===== config.mk =====
export PLATFORM = sky130hd
export DESIGN_NAME = usb_rx_packet_ctrl
export DESIGN_NICKNAME = d
export VERILOG_FILES = /design/src/rtl/usb_phy_pkg.sv /design/src/rtl/usb_eop_checker.sv /design/src/rtl/usb_rx_packet_ctrl.sv
export SDC_FILE = /design/constraint.sdc
export NUM_CORES = 1
export LEC_CHECK = 0
export CORE_AREA = 2 2 67 69
export DETAILED_ROUTE_END_ITERATION = 12
export DIE_AREA = 0 0 69 71
export PLACE_DENSITY = 0.77
export SLEW_MARGIN = 40
export SYNTH_ARGS = -nofsm -noshare
export SYNTH_HDL_FRONTEND = slang
export SYNTH_HIERARCHICAL = 1
export SYNTH_SLANG_ARGS = --single-unit

===== constraint.sdc =====
create_clock -name clk -period 6.6 [get_ports clk]
set_input_delay 1.32 -clock clk [delete_from_list [all_inputs] [get_ports clk]]
set_output_delay 1.32 -clock clk [all_outputs]
set_load 0.01 [all_outputs]

===== src/rtl/usb_phy_pkg.sv =====
// rtl/usb_phy_pkg.sv - shared USB PHY line states, error codes and rx framing states
package usb_phy_pkg;

  // Raw {dp,dm} line states; J/K meaning depends on the latched speed mode
  localparam logic [1:0] SE0  = 2'b00;
  localparam logic [1:0] SE1  = 2'b11;
  localparam logic [1:0] FS_J = 2'b10;
  localparam logic [1:0] LS_J = 2'b01;

  typedef enum logic [2:0] {
    ERR_NONE      = 3'd0,
    ERR_EOP_SHORT = 3'd1,
    ERR_EOP_LONG  = 3'd2,
    ERR_EOP_K     = 3'd3,
    ERR_SE1       = 3'd4,
    ERR_BABBLE    = 3'd5
  } err_code_e;

  localparam logic [2:0] ST_IDLE  = 3'd0;
  localparam logic [2:0] ST_DATA  = 3'd1;
  localparam logic [2:0] ST_EOP   = 3'd2;
  localparam logic [2:0] ST_DONE  = 3'd3;
  localparam logic [2:0] ST_ERROR = 3'd4;

  // Idle (J) line state for the given speed mode: 0 = full speed, 1 = low speed
  function automatic logic [1:0] j_state(input logic ls);
    return ls ? LS_J : FS_J;
  endfunction

endpackage


===== src/rtl/usb_eop_checker.sv =====
// rtl/usb_eop_checker.sv - SE0 run counter and end-of-packet line classification
module usb_eop_checker
  import usb_phy_pkg::*;
#(
  parameter int EOP_SE0_MIN = 2,
  parameter int EOP_SE0_MAX = 3
) (
  input  logic      clk,
  input  logic      reset,
  input  logic      start_i,
  input  logic      eval_i,
  input  logic [1:0] line_i,
  input  logic      ls_i,
  output logic      eop_ok_o,
  output logic      eop_err_o,
  err_code_e        err_code_o
);

  // Wide enough to hold the saturation value plus one increment without wrapping
  localparam int SE0_W = $clog2(EOP_SE0_MAX + 3);

  logic [SE0_W-1:0] se0_cnt_q, se0_cnt_d, se0_inc;

  assign se0_inc = se0_cnt_q + SE0_W'(1);

  // SE0 run length: first SE0 is seen by the FSM in DATA, later ones here; saturates at MAX+1
  always_comb begin
    se0_cnt_d = se0_cnt_q;
    if (start_i) begin
      se0_cnt_d = SE0_W'(1);
    end else if (eval_i && (line_i == SE0)) begin
      se0_cnt_d = (se0_inc > SE0_W'(EOP_SE0_MAX + 1)) ? SE0_W'(EOP_SE0_MAX + 1) : se0_inc;
    end
  end

  // SE0 run counter register
  always_ff @(posedge clk or posedge reset) begin
    if (reset) se0_cnt_q <= '0;
    else       se0_cnt_q <= se0_cnt_d;
  end

  // Classify the current strobed line state; SE1 wins over every EOP rule
  always_comb begin
    eop_ok_o   = 1'b0;
    eop_err_o  = 1'b0;
    err_code_o = ERR_NONE;
    if (eval_i) begin
      case (line_i)
        SE1: begin
          eop_err_o  = 1'b1;
          err_code_o = ERR_SE1;
        end
        SE0: begin
          if (se0_inc > SE0_W'(EOP_SE0_MAX)) begin
            eop_err_o  = 1'b1;
            err_code_o = ERR_EOP_LONG;
          end
        end
        default: begin
          if (line_i == j_state(ls_i)) begin
            if (se0_cnt_q >= SE0_W'(EOP_SE0_MIN)) begin
              eop_ok_o = 1'b1;
            end else begin
              eop_err_o  = 1'b1;
              err_code_o = ERR_EOP_SHORT;
            end
          end else begin
            eop_err_o  = 1'b1;
            err_code_o = ERR_EOP_K;
          end
        end
      endcase
    end
  end

endmodule


===== src/rtl/usb_rx_packet_ctrl.sv =====
// rtl/usb_rx_packet_ctrl.sv - receive packet framing FSM: data window, bit count, EOP validation
module usb_rx_packet_ctrl
  import usb_phy_pkg::*;
#(
  parameter int  EOP_SE0_MIN = 2,
  parameter int  EOP_SE0_MAX = 3,
  parameter int  MAX_BITS    = 8256,
  localparam int CNT_W       = $clog2(MAX_BITS + 1)
) (
  input  logic             clk,
  input  logic             reset,
  input  logic [1:0]       usb_line_state,
  input  logic             ls_mode,
  input  logic             bit_strobe,
  input  logic             sync_detected,
  output logic             data_enable,
  output logic             in_packet,
  output logic             packet_done,
  output logic             error,
  output logic [2:0]       error_code,
  output logic [CNT_W-1:0] pkt_bits
);

  logic [2:0]       state_q, state_d;
  logic [CNT_W-1:0] bit_cnt_q, bit_cnt_d;
  logic [CNT_W-1:0] pkt_bits_q, pkt_bits_d;
  err_code_e        err_code_q, err_code_d;
  logic             ls_q, ls_d;

  logic      eop_start, eop_eval, eop_ok, eop_err;
  err_code_e eop_code;

  assign eop_start = (state_q == ST_DATA) && bit_strobe && (usb_line_state == SE0);
  assign eop_eval  = (state_q == ST_EOP) && bit_strobe;

  usb_eop_checker #(
    .EOP_SE0_MIN (EOP_SE0_MIN),
    .EOP_SE0_MAX (EOP_SE0_MAX)
  ) u_eop_checker (
    .clk        (clk),
    .reset      (reset),
    .start_i    (eop_start),
    .eval_i     (eop_eval),
    .line_i     (usb_line_state),
    .ls_i       (ls_q),
    .eop_ok_o   (eop_ok),
    .eop_err_o  (eop_err),
    .err_code_o (eop_code)
  );

  // Framing FSM; pkt_bits and error_code are loaded on entry to DONE/ERROR so they align with the pulse
  always_comb begin
    state_d    = state_q;
    bit_cnt_d  = bit_cnt_q;
    pkt_bits_d = pkt_bits_q;
    err_code_d = err_code_q;
    ls_d       = ls_q;
    case (state_q)
      ST_IDLE: begin
        ls_d = ls_mode;
        if (sync_detected) begin
          state_d    = ST_DATA;
          bit_cnt_d  = '0;
          err_code_d = ERR_NONE;
        end
      end
      ST_DATA: begin
        if (bit_strobe) begin
          case (usb_line_state)
            SE1: begin
              state_d    = ST_ERROR;
              err_code_d = ERR_SE1;
              pkt_bits_d = bit_cnt_q;
            end
            SE0: state_d = ST_EOP;
            default: begin
              if (bit_cnt_q == CNT_W'(MAX_BITS)) begin
                state_d    = ST_ERROR;
                err_code_d = ERR_BABBLE;
                pkt_bits_d = bit_cnt_q;
              end else begin
                bit_cnt_d = bit_cnt_q + CNT_W'(1);
              end
            end
          endcase
        end
      end
      ST_EOP: begin
        if (eop_err) begin
          state_d    = ST_ERROR;
          err_code_d = eop_code;
          pkt_bits_d = bit_cnt_q;
        end else if (eop_ok) begin
          state_d    = ST_DONE;
          pkt_bits_d = bit_cnt_q;
        end
      end
      ST_DONE:  state_d = ST_IDLE;
      ST_ERROR: state_d = ST_IDLE;
      default:  state_d = ST_IDLE;
    endcase
  end

  // State and datapath registers
  always_ff @(posedge clk or posedge reset) begin
    if (reset) begin
      state_q    <= ST_IDLE;
      bit_cnt_q  <= '0;
      pkt_bits_q <= '0;
      err_code_q <= ERR_NONE;
      ls_q       <= 1'b0;
    end else begin
      state_q    <= state_d;
      bit_cnt_q  <= bit_cnt_d;
      pkt_bits_q <= pkt_bits_d;
      err_code_q <= err_code_d;
      ls_q       <= ls_d;
    end
  end

  assign data_enable = (state_q == ST_DATA);
  assign in_packet   = (state_q == ST_DATA) || (state_q == ST_EOP);
  assign packet_done = (state_q == ST_DONE);
  assign error       = (state_q == ST_ERROR);
  assign error_code  = err_code_q;
  assign pkt_bits    = pkt_bits_q;

endmodule


==> metrics.txt, run 1 <==
largest cells by area after synthesis dfrtp_1 (43%), mux2_2 (9.1%), ha_1 (5.6%); crit path launch type input port; CTS tree done; P_leak 0.00122 uW; initial antenna violation count 0; final slew viol count 0; FF-to-FF setup slack 3.54 ns; Critical Path Sink Type flip-flop; routed vias 1750; Slew @ Worst Pin ~0.7 ns; CP Class input port to flip-flop; layout cell share with drive strength beyond 1 11.5%; Hold Path End pkt_bits[5]$_DFFE_PP0P_; maxcap violations 0; Crit path top cell by count nor2_1; 1st-pass router iterations 6; largest net degree at the start of global routing 36; cell taking the most area after synthesis dfrtp_1; Worst-Skew Late Latency 0.28 ns; final hold slack 0.508 ns; Setup Fix Bufs, Post-CTS 0; Die H between 70 and 80 um; CTS clk-pin slew, worst paths 0.07 ns; first-pass GRT wire length 7.95 mm; post-route ant nets 0; Cell Area, Synth 2230 um^2; commonest cells after routing, fill and taps aside dfrtp_1 (38), clkdlybuf4s50_1 (27), nor2_1 (20), mux2_2 (18), nand2_1 (17); Seq/Total Area, Yosys 42.7%; GPL Wtd Cong between 0.8 and 0.9; DPL Wire Length 3.36 mm; status finished clean; Num CTS Buffers 5; Buffers on Ports 27; WP data required 6.76 ns; dominant synthesized flop cell dfrtp_1; clk_skew 0.00408 ns; Seq cells post-synth 38; synth warn 6; I/O pin count 28; Slew HR 53.9%; reg2reg end pkt_bits[3]$_DFFE_PP0P_; FP Rows 24; Setup-failing EPs final 0; Final Hold Violating Endpoints 0; worst hold path type flip-flop to flip-flop; DRC viols 0; Synth cell types 52; number of flops mapped to enable cells by yosys 0; wire per inst between 15 and 20 um; Inserted Diodes 0; nets 270; share of the synthesized area in the top cell type a little over two fifths; RR Startpoint u_eop_checker/se0_cnt_q[0]$_DFFE_PP0P_; fin crit share 59.6%; H-tree depth 2; Cell Chain, Critical Path clkdlybuf4s50_1 > inv_1 > ha_1 > a21oi_1 > a221oi_1 > nor2_1 > nor2_1 > o2bb2a_1 > mux2_2; Root Driver clkbuf_8; Chip Width between 60 and 70 um; CP arrival between 4 and 5 ns; Filler Cells Inserted 380; worst path bufs/invs 2; Final Critical Period between 3 and 4 ns; Non-Filler Instances between 300 and 400; slowest CP cell o2bb2a_1; GRT overflow 0; synthesized net count approximately 240; Die ar. 4900 um^2; PwrDens 307 nW/um^2; final WL approximately 4.7 mm; Sink Count 38; setup TNS 0 ns; post-synthesis async set-or-reset flop share 100%; Max Clk Rate 254 MHz; cell family with most CP delay compound AO/OA/AOI/OAI gates; Placed Cells incl. Taps 298; peak supply drop between 0.0001 and 0.00015 V; initial core utilization between 50% and 60%; vias in the first global route 1739; syn_area_per_cell 9.86 um^2; hold-critical path depth 1; area grow syn2layout 17.0%; CP peak stage delay 0.61 ns; hold path startpoint pkt_bits[5]$_DFFE_PP0P_; RSZ-0062 raised after global routing false; # resized after CTS 0; commonest non-fill, non-tap cell in the layout dfrtp_1; CTS Hold Bufs 0; CTS Buffer Depth 2; Core ar. 4200 um^2; Crit Path Max Fanout 14; Worst R2R Path Depth 9; Synth Instances 226; initial DRC count 165; Total GRT Usage roughly a fifth; via/cell ratio between 5 and 6
[cells in the mapped netlist (all sizes together), types with 3 or more instances]
library cell  instances
mux2                 18
nor3                  3
nand2b                5
nor4b                 4
clkbuf                6
xnor2                 3
and2                  3
or3                   3
nand3                 7
dfrtp                38
a21oi                 8
nor2                 20
inv                  16
mux2i                 7
buf                   3
o21ai                 4
nor3b                 3
nor4                  7
nand4                 5
ha                   10
nand2                17
and3                  6
[sequential cells by signal (all words and copies together), names as in the netlist]
signal,flops
bit_cnt_q,14
error_code,3
ls_q,1
pkt_bits,14
state_q,3
u_eop_checker/se0_cnt_q,3
[worst register-to-register path, delay by kind of cell, from the launching register on]
family          cells  cell delay [ns]
fa+ha+maj           1             0.31
simple gates        2             0.24
buf+inv             1             0.09
compound gates      4             1.49
mux                 1             0.41
flops               1             0.41
[report_power, final]
group          internal (uW)  switching [uW]
registers                271            55.5
logic                    163             167
clock network           72.7            72.7
total                    506             296
[metrics by stage]
step / setup WS [ns] / util [%] / total power, uW / cell area (um^2)
2_1_floorplan: 3.28 / - / 555 / 2230
3_3_place_gp: 2.43 / 60.2 / 657 / 2530
3_5_place_dp: 2.38 / 60.2 / 663 / 2530
4_1_cts: 2.67 / 62.0 / 810 / 2610
5_1_grt: 2.44 / 62.0 / 865 / 2610
6_report: 2.67 / 62.0 / 802 / 2610
[layer usage]
layer	vias up	part of all wire, %	track usage [%]
li1	867	-	-
met1	844	45	25.8
met2	32	51	34.6
met3	7	3.1	3.28
met4	0	1.1	7.41
met5	-	0	0
[how the worst max path moves through the flow]
stage,start,to,slack (ns),depth (start not counted)
after floorplan,usb_line_state[0],pkt_bits[0]$_DFFE_PP0P_,3.28,10
final,usb_line_state[1],pkt_bits[3]$_DFFE_PP0P_,2.67,9
after CTS,usb_line_state[0],pkt_bits[10]$_DFFE_PP0P_,2.67,9
after global placement,usb_line_state[0],pkt_bits[8]$_DFFE_PP0P_,2.43,9
after global routing,usb_line_state[1],pkt_bits[12]$_DFFE_PP0P_,2.44,9
after detailed placement,usb_line_state[0],pkt_bits[10]$_DFFE_PP0P_,2.38,9
[area by class of cell]
cell class / count / area [um^2] / share of cell area [%]
multi-input cells: 163 / 1170 / 44.9
flip-flops and latches: 38 / 951 / 36.5
repair buffers: 29 / 285 / 10.9
clock buffers: 7 / 76.3 / 2.93
well taps: 52 / 65.1 / 2.50
inverters: 16 / 60.1 / 2.30
[kinds of logic (layout without fill, tap and decap cells)]
logic type | count (synthesis) | after routing | synth area share, %
buffers and inverters | 25 | 52 | 4.83
muxes | 25 | 25 | 12.2
and+or+nand+nor | 94 | 94 | 23.5
xor gates and xnor gates | 4 | 4 | 1.57
DFF | 38 | 38 | 42.7
AOI/OAI and AO/OA | 30 | 30 | 9.55
adders and majority gates | 10 | 10 | 5.61
(Power assumes the default switching activity.)
==> run 2: changes to the inputs <==
- CORE_AREA: 2 2 67 69 -> 2 2 70 72
- DIE_AREA: 0 0 69 71 -> 0 0 72 74
- PLACE_DENSITY: 0.77 -> 0.75
- clock period: 6.6 -> 3.3 ns (I/O delays scaled with it)
==> run 2 against run 1 <==
Net effect: first-iteration DRC count down 13%; register-to-register slack worse by 3.1 ns; total power up 110%; routed wire length up 0.69%; clock power up 130%; critical endpoint is now error_code[0]$_DFFE_PP0P_.
==> metrics.txt, run 2 (synthesized netlist as in run 1, its figures left out) <==
Slew @ Worst Pin 0.611 ns (-0.0805 ns); final slew viol count 0 (unchanged); Final Critical Period 3.00 ns; final WL 4.70 mm (+0.69%); CTS Buffer Depth 2 (unchanged); post-route ant nets 0 (unchanged); Final Hold Violating Endpoints 0 (unchanged); DRC viols 0 (unchanged); commonest non-fill, non-tap cell in the layout dfrtp_1; peak supply drop 0.000284 V (+95%); fin crit share about 91%; routed vias 1783 (+1.9%); Setup-failing EPs final 0 (unchanged); initial DRC count 144 (-13%); Sink Count 38 (unchanged); CP Class input port to flip-flop; Critical Path Sink Type flip-flop; worst hold path type flip-flop to flip-flop; Chip Width 72 um (+4.3%); PwrDens 624 nW/um^2 (+100%); Die H 74 um (+4.2%); commonest cells after routing, fill and taps aside dfrtp_1 (38), clkdlybuf4s50_1 (27), nor2_1 (20), mux2_2 (18), nand2_1 (17); CTS clk-pin slew, worst paths 0.07 ns (about the same); I/O pin count 28 (unchanged); area grow syn2layout 20.5%; Inserted Diodes 0 (unchanged); Filler Cells Inserted 411 (+8.2%); FP Rows 25 (+4.2%); crit path launch type input port; Num CTS Buffers 5 (unchanged); Root Driver clkbuf_8; CP arrival 3.18 ns (-0.92 ns); via/cell ratio 5.64 (-1.7%); initial core utilization 48.5% (-4.5 points); RSZ-0062 raised after global routing false; WP data required 3.47 ns (-3.29 ns); Core ar. 4600 um^2 (+9.4%); Total GRT Usage 19.2% (-0.90 points); status finished clean; GRT overflow 0 (unchanged); GPL Wtd Cong 0.843 (-4.0%); Max Clk Rate 333 MHz; Crit Path Max Fanout 5 (-9); CTS Hold Bufs 0 (unchanged); layout cell share with drive strength beyond 1 14.9% (+3.4 points); DPL Wire Length 3.47 mm (+3.5%); nets 278 (+3.0%); P_leak 0.00127 uW (+4.1%); clk_skew 0.00467 ns (+0.000586 ns); largest net degree at the start of global routing 36 (unchanged); CTS tree done; Worst-Skew Late Latency 0.28 ns (about the same); Setup Fix Bufs, Post-CTS 0 (unchanged); maxcap violations 0 (unchanged); wire per inst 14.9 um (-2.8%); Buffers on Ports 27 (unchanged); Die ar. 5330 um^2 (+8.8%); Core Util, Final 58.4% (-3.6 points); H-tree depth 2 (unchanged); first-pass GRT wire length 8.01 mm (+0.78%); initial antenna violation count 0 (unchanged); 1st-pass router iterations 4 (-2); # resized after CTS 0 (unchanged); Slew HR 58.7% (+4.8 points); vias in the first global route 1734 (-0.29%); setup TNS 0 ns (unchanged)
==> run 2: changes by cell type in the layout (fill, tap and decap cells not counted) <==
cell,before,now
buf_4,2,10
clkbuf_1,2,1
clkinv_2,0,1
clkbuf_8,5,6
==> run 2: report_power, final <==
part           internal, uW  leakage (uW)  switching, uW  total, uW
combinational           351      0.000706            381        732
clock                   169     0.0000482            158        327
sequential              542      0.000516           74.4        616
==> run 2: routing by layer <==
| metal | GRT usage [%] | up-vias | wire, um |
|---|---|---|---|
| met5 | 0 | - | 0 |
| met4 | 6.71 | 0 | 74 |
| met3 | 4.47 | 8 | 147 |
| met2 | 32.8 | 30 | 2310 |
| met1 | 24.3 | 855 | 2170 |
| li1 | - | 890 | - |
==> run 2: final cells by class <==
class / count / area [um^2] / area share, %
Multi-Input combinational cell: 163 / 1170 / 43.6
Sequential cell: 38 / 951 / 35.4
Timing Repair Buffer: 37 / 345 / 12.9
Clock buffer: 7 / 86.3 / 3.22
Tap cell: 54 / 67.6 / 2.52
Inverter: 16 / 60.1 / 2.24
Clock inverter: 1 / 5.00 / 0.186
==> run 2: path summary, 6_finish.rpt <==
check / startpoint / depth (start not counted) / slack [ns] / end
setup / recovery: usb_line_state[0] / 9 / 0.30 / error_code[0]$_DFFE_PP0P_
hold / removal: pkt_bits[13]$_DFFE_PP0P_ / 1 / 0.51 / pkt_bits[13]$_DFFE_PP0P_
setup reg to reg: u_eop_checker/se0_cnt_q[0]$_DFFE_PP0P_ / 9 / 0.41 / error_code[0]$_DFFE_PP0P_
hold reg to reg: pkt_bits[13]$_DFFE_PP0P_ / 1 / 0.51 / pkt_bits[13]$_DFFE_PP0P_
max in group asynchronous: reset / 3 / 2.17 / bit_cnt_q[1]$_DFFE_PP0P_
min in group asynchronous: reset / 2 / 0.57 / u_eop_checker/se0_cnt_q[1]$_DFFE_PP0P_
==> run 2: worst max-delay path: stages <==
cell and delay (ns):
clkdlybuf4s50_1 0.49, inv_1 0.05, ha_1 0.33, a21oi_1 0.07
a221oi_1 0.45, mux2_2 0.24, a22oi_1 0.06, a211oi_1 0.43
mux2_2 0.39
==> run 2: metrics by stage <==
step	cell area, um^2	worst slack (ns)	hold slack, ns	power [uW]	cells
after global routing	2690	0.0918	0.525	1790	316
final	2690	0.296	0.508	1670	316
after CTS	2690	0.323	0.512	1690	316
after floorplan	2230	0.640	0.414	1110	226
after detailed placement	2590	0.0194	0.496	1360	308
after global placement	2590	0.153	0.493	1340	308
==> run 3: changes to the inputs <==
- ABC_AREA: default -> 1
- CORE_AREA: 2 2 70 72 -> 2 2 73 75
- DIE_AREA: 0 0 72 74 -> 0 0 75 77
==> run 3 against run 2 <==
Net effect: routed wire length grew 12%; sequential share of layout area shrank 2.7 points; synthesized cell count grew 60%; combinational power grew 33%; register-to-register slack gained 0.36 ns; die area grew 8.4%; utilization grew 0.077 points; non-clock buffer count shrank 9; largest cell class unchanged.
==> metrics.txt, run 3 <==
Synth Instances 361 (+60%); via/cell ratio 4.97 (-12%); post-synthesis async set-or-reset flop share 100% (unchanged); commonest non-fill, non-tap cell in the layout nand2_1; most frequent cells after synthesis nand2_1 (126), nand3_1 (48), nor2_1 (44), dfrtp_1 (38), inv_1 (37); worst path bufs/invs 3 (+1); # resized after CTS 0 (unchanged); syn_area_per_cell 6.82 um^2 (-31%); routed vias 2268 (+27%); CTS Buffer Depth 2 (unchanged); CP peak stage delay 0.57 ns (+0.08 ns); final WL 5.25 mm (+12%); Cell Area, Synth 2460 um^2 (+11%); Die H 77 um (+4.1%); status finished clean; largest cells by area after synthesis dfrtp_1 (39%), nand2_1 (19%), nand3_1 (9.8%); internal cell power 1170 uW (+10%); Slew HR 66.7% (+8.0 points); nets 402 (+45%); Crit Path Max Fanout 15 (+10); first-pass GRT wire length 9.49 mm (+18%); Critical Path Sink Type flip-flop; setup TNS 0 ns (unchanged); final slew viol count 0 (unchanged); I/O pin count 28 (unchanged); cell family with most CP delay simple AND/OR/NAND/NOR gates; synth warn 6 (unchanged); initial core utilization 49.5% (+1.0 points); post-route cell area 2910 um^2 (+8.4%); Gate power share 46.4% (+2.7 points); CTS clk-pin slew, worst paths 0.07 ns (about the same); largest net degree at the start of global routing 36 (unchanged); CP Class input port to flip-flop; Final Hold Violating Endpoints 0 (unchanged); Switch Pwr 933 uW (+52%); Max Clk Rate 362 MHz (+8.7%); Crit. Startpoint usb_line_state[0]; dominant synthesized flop cell dfrtp_1; crit path launch type input port; Sink Count 38 (unchanged); RSZ-0062 raised after global routing false; initial antenna violation count 0 (unchanged); commonest cells after routing, fill and taps aside nand2_1 (126), nand3_1 (48), nor2_1 (44), dfrtp_1 (38), inv_1 (37); share of the synthesized area in the top cell type 38.6% (-4.1 points); Crit path top cell by count nand2_1; Num CTS Buffers 5 (unchanged); Non-Filler Instances 456 (+44%); DPL Wire Length 3.79 mm (+9.2%); Root Driver clkbuf_8; GRT overflow 0 (unchanged); Seq pwr share 30.1% (-6.7 points); P_leak 0.00146 uW (+15%); FF-to-FF setup slack 0.77 ns (+0.36 ns); reg2reg end pkt_bits[12]$_DFFE_PP0P_; 1st-pass router iterations 4 (unchanged); wire per inst 11.5 um (-22%); Synth cell types 29 (-44%); Placed Area 2770 um^2 (+6.7%); cell taking the most area after synthesis dfrtp_1; Die ar. 5780 um^2 (+8.4%); worst hold path type flip-flop to flip-flop; CTS tree done; Slew @ Worst Pin 0.499 ns (-0.113 ns); Inserted Diodes 0 (unchanged); Seq cells post-synth 38 (unchanged); H-tree depth 2 (unchanged); vias in the first global route 2125 (+23%); maxcap violations 0 (unchanged); slowest CP cell clkdlybuf4s50_1; fin crit share 83.7% (-7.3 points); CP arrival 2.95 ns (-0.23 ns); Worst-Skew Late Latency 0.29 ns (about the same); GPL Wtd Cong 0.888 (+5.4%); PwrDens 723 nW/um^2 (+16%); Total GRT Usage 20.5% (+1.2 points); area grow syn2layout 18.1%; RR Startpoint state_q[2]$_DFFE_PP0P_; Placed Cells incl. Taps 448 (+45%); layout cell share with drive strength beyond 1 7.51% (-7.4 points); Core ar. 4980 um^2 (+8.2%); clock share of power 23.5% (+4.0 points); number of flops mapped to enable cells by yosys 0 (unchanged); Setup Fix Bufs, Post-CTS 0 (unchanged); synthesized net count 378 (+56%); Seq/Total Area, Yosys 38.6% (-4.1 points); Chip Width 75 um (+4.2%); WP data required 3.48 ns (about the same); Setup-failing EPs final 0 (unchanged); DRC viols 0 (unchanged); most frequent cell after synthesis nand2_1; post-route ant nets 0 (unchanged); Cell Chain, Critical Path clkdlybuf4s50_1 > inv_1 > ha_1 > nand4_1 > nand2_1 > nor2_1 > inv_1 > nand3_1 > nor2_1 > nor2_4 > nand2_2 > nand2_1 > nand2_1; FP Rows 26 (+4.0%); peak supply drop 0.000452 V (+59%); Buffers on Ports 27 (unchanged); clk_skew 0.00734 ns (+0.00267 ns); Final Critical Period 2.76 ns (-0.241 ns); Worst R2R Path Depth 12 (+3); switch share 44.4% (+7.8 points); initial DRC count 129 (-10%); Worst path depth 13 (+4); CTS Hold Bufs 0 (unchanged); crit path capture pkt_bits[12]$_DFFE_PP0P_
-- run 3: cell count changes after synthesis, moves of 5 or more --
cell / previous run / this run
nor4_1: 7 / 0
and3_1: 6 / 0
nand2b_1: 5 / 0
inv_1: 16 / 37
nand3_1: 7 / 48
nand2_2: 0 / 9
mux2i_1: 7 / 0
mux2_2: 18 / 1
nand2_1: 17 / 126
buf_2: 1 / 7
nor2_1: 20 / 44
-- run 3: area by class of cell --
type	count	area [um^2]
Clock buffer	6	82.6
Clock inverter	2	60.1
Fill cell	468	2070
Inverter	40	150
Multi-Input combinational cell	272	1300
Sequential cell	38	951
Tap cell	70	87.6
Timing Repair Buffer	28	278
-- run 3: tightest hold or removal path, delay by kind of cell, from the launching register on --
kind | cells | cell delay, ns
simple gates | 2 | 0.09
flops | 1 | 0.35
-- run 3: layer usage --
metal,vias up,part of all wire (%),track usage [%]
li1,1186,-,-
met1,1023,49,28.8
met2,53,45,31.4
met3,6,4.9,4.73
met4,0,0.82,5.36
met5,-,0,0
-- run 3: logic make-up (layout without fill, tap and decap cells) --
| family | Yosys count | after routing | synth area share, % |
|---|---|---|---|
| AND/OR/NAND/NOR | 246 | 246 | 43.4 |
| buffers and inverters | 51 | 76 | 8.58 |
| flip-flops | 38 | 38 | 38.6 |
| AO/OA/AOI/OAI | 13 | 13 | 3.15 |
| adder cells (fa/ha/maj) | 10 | 10 | 5.08 |
| XOR/XNOR | 2 | 2 | 0.711 |
| multiplexers | 1 | 1 | 0.457 |
-- run 3: worst min-delay path by stage --
stage	start	to	slack, ns	depth (start not counted)
finish	pkt_bits[7]$_DFFE_PP0P_	pkt_bits[7]$_DFFE_PP0P_	0.47	2
global placement	pkt_bits[0]$_DFFE_PP0P_	pkt_bits[0]$_DFFE_PP0P_	0.46	2
detailed placement	pkt_bits[7]$_DFFE_PP0P_	pkt_bits[7]$_DFFE_PP0P_	0.46	2
CTS	pkt_bits[7]$_DFFE_PP0P_	pkt_bits[7]$_DFFE_PP0P_	0.48	2
global route	pkt_bits[6]$_DFFE_PP0P_	pkt_bits[6]$_DFFE_PP0P_	0.50	2
floorplan	reset	u_eop_checker/se0_cnt_q[0]$_DFFE_PP0P_	0.41	1
-- run 3: power by group through the flow --
stage,Sequential [uW],Clock (uW),Combinational (uW)
finish,633,493,976
global route,645,520,1110
detailed placement,642,0,977
global placement,639,0,968
CTS,632,497,985
floorplan,607,0,780
-- run 3: metrics by stage --
| stage | util [%] | setup slack, ns | hold WS [ns] | power [uW] |
|---|---|---|---|---|
| 2_1_floorplan | - | 1.21 | 0.414 | 1390 |
| 3_3_place_gp | 55.6 | 0.345 | 0.457 | 1610 |
| 3_5_place_dp | 55.6 | 0.256 | 0.461 | 1620 |
| 4_1_cts | 58.5 | 0.540 | 0.480 | 2110 |
| 5_1_grt | 58.5 | 0.228 | 0.499 | 2280 |
| 6_report | 58.5 | 0.537 | 0.474 | 2100 |
